==> config.mk <==
export PLATFORM = sky130hd
export DESIGN_NAME = pc_sequencer
export DESIGN_NICKNAME = d
export VERILOG_FILES = /design/src/rtl/pc_sequencer.sv
export SDC_FILE = /design/constraint.sdc
export NUM_CORES = 1
export LEC_CHECK = 0
export BUFFER_PORTS_ARGS = -buffer_cell sky130_fd_sc_hd__buf_2
export CORE_AREA = 10 10 47 49
export CTS_CLUSTER_SIZE = 40
export DETAILED_ROUTE_END_ITERATION = 7
export DIE_AREA = 0 0 57 59
export PLACE_DENSITY_LB_ADDON = 0.25
export SETUP_SLACK_MARGIN = 0.05
export SLEW_MARGIN = 40
export SYNTH_ARGS = -nofsm -noshare
export SYNTH_HDL_FRONTEND = slang
export SYNTH_SLANG_ARGS = --single-unit
==> constraint.sdc <==
create_clock -name clk -period 1.6 [get_ports clk]
set_input_delay 0.24 -clock clk [delete_from_list [all_inputs] [get_ports clk]]
set_output_delay 0.24 -clock clk [all_outputs]
set_load 0.1 [all_outputs]
==> src/rtl/pc_sequencer.sv <==
// PC-select sequencer: steps through the multi-cycle CALL/INT/RET redirects,
// forwards branch/stall requests while idle, and injects latched interrupts.
module pc_sequencer (
  input  logic       clk,
  input  logic       reset,
  input  logic       irq,
  input  logic       intD2E,
  input  logic       callD2E,
  input  logic       retE2M,
  input  logic       branchTaken,
  input  logic       stall,
  output logic [1:0] pcSrc,
  output logic [1:0] firstTimeCallAfterD2E,
  output logic [1:0] firstTimeINTAfterD2E,
  output logic [1:0] firstTimeRETAfterE2M,
  output logic       flush,
  output logic       intInject,
  output logic       busy
);

  typedef enum logic [2:0] {
    IDLE   = 3'd0,
    CALL1  = 3'd1,
    INT1   = 3'd2,
    RET_HI = 3'd3,
    RET_LO = 3'd4
  } state_t;

  state_t state, next_state;
  logic   irqPending;
  logic   intInFlight;
  logic   inject_now;

  assign inject_now = irqPending && (state == IDLE) && !intInFlight &&
                      !intD2E && !retE2M && !callD2E;

  always_ff @(posedge clk) begin
    if (reset) begin
      state <= IDLE;
    end else begin
      state <= next_state;
    end
  end

  always_comb begin
    next_state = state;
    unique case (state)
      IDLE: begin
        if (intD2E)       next_state = INT1;
        else if (retE2M)  next_state = RET_HI;
        else if (callD2E) next_state = CALL1;
        else              next_state = IDLE;
      end
      CALL1:   next_state = IDLE;
      INT1:    next_state = IDLE;
      RET_HI:  next_state = RET_LO;
      RET_LO:  next_state = IDLE;
      default: next_state = IDLE;
    endcase
  end

  // An irq sampled on the injection edge keeps the latch set; it is then
  // held off by intInFlight until the injected INT reaches INT1.
  always_ff @(posedge clk) begin
    if (reset) begin
      irqPending  <= 1'b0;
      intInFlight <= 1'b0;
      intInject   <= 1'b0;
    end else begin
      intInject <= inject_now;
      if (irq)             irqPending <= 1'b1;
      else if (inject_now) irqPending <= 1'b0;
      if (inject_now)
        intInFlight <= 1'b1;
      else if (next_state == INT1 && state != INT1)
        intInFlight <= 1'b0;
    end
  end

  always_comb begin
    pcSrc                 = 2'b00;
    firstTimeCallAfterD2E = '0;
    firstTimeINTAfterD2E  = '0;
    firstTimeRETAfterE2M  = '0;
    flush                 = 1'b0;
    busy                  = (state != IDLE);
    unique case (state)
      IDLE: begin
        // Pass-through outputs are suppressed while reset is held.
        if (!reset) begin
          if (branchTaken) pcSrc = 2'b01;
          else if (stall)  pcSrc = 2'b10;
          flush = branchTaken;
        end
      end
      CALL1: begin
        firstTimeCallAfterD2E = 2'b11;
        pcSrc = 2'b10;
        flush = 1'b1;
      end
      INT1: begin
        firstTimeINTAfterD2E = 2'b11;
        pcSrc = 2'b10;
        flush = 1'b1;
      end
      RET_HI: begin
        firstTimeRETAfterE2M = 2'b11;
        pcSrc = 2'b10;
        flush = 1'b1;
      end
      RET_LO: begin
        firstTimeRETAfterE2M = 2'b01;
        pcSrc = 2'b10;
        flush = 1'b1;
      end
      default: begin
        pcSrc = 2'b00;
      end
    endcase
  end

endmodule
==> results.json <==
{
  "area_delta_synth_final_pct": 135,
  "seq_area_frac_synth_pct": 38.6,
  "ioPinCount": 19,
  "maxCapViolCount": 0,
  "p_leak_nw": 0.334,
  "synthesis.area_um2": 312,
  "ff2ff_path_depth": 5,
  "fin_skew_ns": 0.00207,
  "clock_latency_ns": 0.25,
  "fin_ws_ns": -0.0314,
  "r2r-end": "intInject",
  "io_buffers": 18,
  "setup.worst_path.start_class": "flop",
  "vdd_ir_drop_max_uv": 583,
  "clkTransAtPathRegs_ns": 0.05,
  "cts_buffer_depth": 2,
  "synthMuxAreaShare_pct": 0,
  "finish.utilization_pct": 52.1,
  "start_util_pct": 22.2,
  "yosysTopAreaCellShare_pct": 38.6,
  "synth_seq_cells": 6,
  "regArea_um2": 129,
  "antenna_found_initial": 0,
  "cp_max_fo": 4,
  "dp.cells": 71,
  "rows": 14,
  "grt_max_degree": 7,
  "yosysTopAreaCell": "dfxtp_1",
  "cts_tree": "done",
  "required_ns": 1.36,
  "synth_xor_area_share_pct": 0,
  "hpwl_um": 694,
  "synth_top_cells_by_area": "dfxtp_1 (39%), nor2_1 (8.4%), buf_4 (7.2%)",
  "violations": "setup timing",
  "rsz0062_at_grt": "yes",
  "synth_cells": 38,
  "grt.overflow.total": 0,
  "root_buffer": "clkbuf_4",
  "critPathKind": "reg2out",
  "die_w_um": 57,
  "wl_um": 1010,
  "critical_path.startpoint": "state[2]",
  "power_density_mw_per_mm2": 947,
  "die-area_mm2": 0.00336,
  "hold_viol_final": 0,
  "nNetsFinal": 78,
  "die_height_um": 59,
  "fmax_ghz": 0.613,
  "yosys.area_share.simple_pct": 37.3,
  "finalSetupViolCount": 2,
  "syn-num-nets": 46,
  "worst_pin_slew_ns": 0.490,
  "htree_levels": 1,
  "r2r-start": "state[2]",
  "pre_cts_slack_ns": 0.135,
  "synth_area_per_cell_um2": 8.20,
  "ant_nets": 0,
  "hold_class": "in2reg",
  "grt_pass1_wl_um": 1610,
  "wl_per_cell_um": 11.8,
  "route.detailed.drc": 0,
  "synth_cell_type_count": 19,
  "synth_top_family_by_area": "simple AND/OR/NAND/NOR gates",
  "drt_iter0_drc": 11,
  "gp_congestion": 0.774,
  "grt_pass1_vias": 389,
  "status": "complete, but fails checks",
  "core_area_mm2": 0.00140,
  "worstHoldStart": "intD2E",
  "crit_arrival_ns": 1.39,
  "timing.slew.headroom_pct": 67.6,
  "reg2reg_setup_slack_ns": 0.35,
  "min_to": "state[0]",
  "slew_violations": 0,
  "viasPerCell": 4.53,
  "post-route-min-period_ns": 1.63,
  "synth_compound_area_share_pct": 13.3,
  "synth-adder-area-share_pct": 0,
  "dr.pass1.iters": 2,
  "crit_path_end_kind": "output pin",
  "numCtsBuffers": 3,
  "num-fill-cells": 131,
  "min_path_cells": 2,
  "final-instance-count-excl-fill": 85,
  "p_total_w": 0.000692,
  "diodes": 0,
  "yosys_warnings": 0,
  "layout-drive-gt1-share_pct": 68.1,
  "finalCritPeriodShare_pct": 102,
  "cts.sinks": 6,
  "track_usage_pct": 6.10,
  "num_vias": 385,
  "multiInputGateArea_um2": 224
}
## power by group
group / switching, W / leakage (nW) / total (W) / internal [W]
registers: 0.00000936 / 0.0509 / 0.000165 / 0.000156
logic: 0.000230 / 0.268 / 0.000371 / 0.000142
clock network: 0.0000604 / 0.0150 / 0.000155 / 0.0000948
## critical path, cell delays in order (launching register included)
cell	delay, ns
dfxtp_4	0.36
nor3_4	0.25
clkinvlp_4	0.17
a21oi_4	0.15
nor2_4	0.05
buf_12	0.16
## area by class of cell
cell class,instances,area share (%)
Clock buffer,4,3.60
Multi-Input combinational cell,26,30.7
Inverter,3,2.05
Sequential cell,6,17.6
Tap cell,16,2.74
Timing Repair Buffer,30,43.3
## state kept, by name, indices dropped and copies added (netlist names)
register and count:
state 3, intInFlight 1, intInject 1, irqPending 1
## worst max path at each step
stage	to	slack [ns]	depth (start not counted)
6_report	pcSrc[1]	-0.03	5
2_1_floorplan	pcSrc[1]	-0.25	4
3_3_place_gp	pcSrc[1]	0.13	5
3_5_place_dp	pcSrc[1]	0.14	5
4_1_cts	pcSrc[1]	-0.04	5
5_1_grt	pcSrc[1]	-0.13	5
## synthesized netlist by cell type
cell      number
o21ai_0        1
nor2_1         7
and3b_1        1
or4_1          1
a21o_1         1
dfxtp_1        6
inv_1          3
a21oi_1        2
nor3_1         1
nor4_1         1
a211oi_1       1
nand2_1        1
nor3b_1        2
nor3_4         1
nand2b_2       1
a31oi_1        1
o21ai_1        1
nor2b_1        3
buf_4          3
## layout by cell type, fill, tap and decap left out
| cell | count |
|---|---|
| nor2_4 | 2 |
| nor3_4 | 1 |
| nand2_1 | 1 |
| nor4_1 | 1 |
| a31oi_1 | 1 |
| nor2_1 | 5 |
| inv_1 | 2 |
| buf_4 | 11 |
| clkinvlp_4 | 1 |
| nor2b_1 | 2 |
| o21ai_1 | 1 |
| buf_12 | 8 |
| clkbuf_1 | 1 |
| dfxtp_1 | 3 |
| dfxtp_2 | 1 |
| buf_2 | 8 |
| nor3b_4 | 2 |
| a21oi_4 | 1 |
| a21o_1 | 1 |
| and3b_2 | 1 |
| a21oi_1 | 1 |
| or4_1 | 1 |
| clkbuf_4 | 3 |
| nor2b_4 | 1 |
| buf_6 | 3 |
| dfxtp_4 | 2 |
| o21ai_2 | 1 |
| nor3_1 | 1 |
| nand2b_4 | 1 |
| a211oi_1 | 1 |
## cells by family (layout without fill, tap and decap cells)
| logic type | Yosys count | after routing |
|---|---|---|
| simple gates | 19 | 19 |
| compound gates | 7 | 7 |
| flops | 6 | 6 |
| buf+inv | 6 | 37 |
## per-stage QoR
step / hold WS [ns] / cell area, um^2 / setup TNS [ns]
floorplan: 0.304 / 395 / -0.665
global placement: 0.443 / 563 / 0
detailed placement: 0.444 / 563 / 0
CTS: 0.203 / 643 / -0.104
global route: 0.202 / 731 / -0.447
finish: 0.216 / 731 / -0.0485
## what timing repair did
| item | 4_1_cts | 5_1_grt |
|---|---|---|
| resized for setup | 7 | 13 |
| hold buffers | 0 | 0 |
| endpoints found under the setup margin | 4 | 7 |
| setup buffers | 4 | 6 |
| pin swaps | 2 | 3 |
## routing by layer
metal	vias up	global-route usage [%]	wire length, um
met5	-	0	0
li1	194	-	-
met3	4	3.00	100
met1	172	5.84	359
met2	15	9.30	514
met4	0	6.04	30
(Power assumes the default switching activity.)
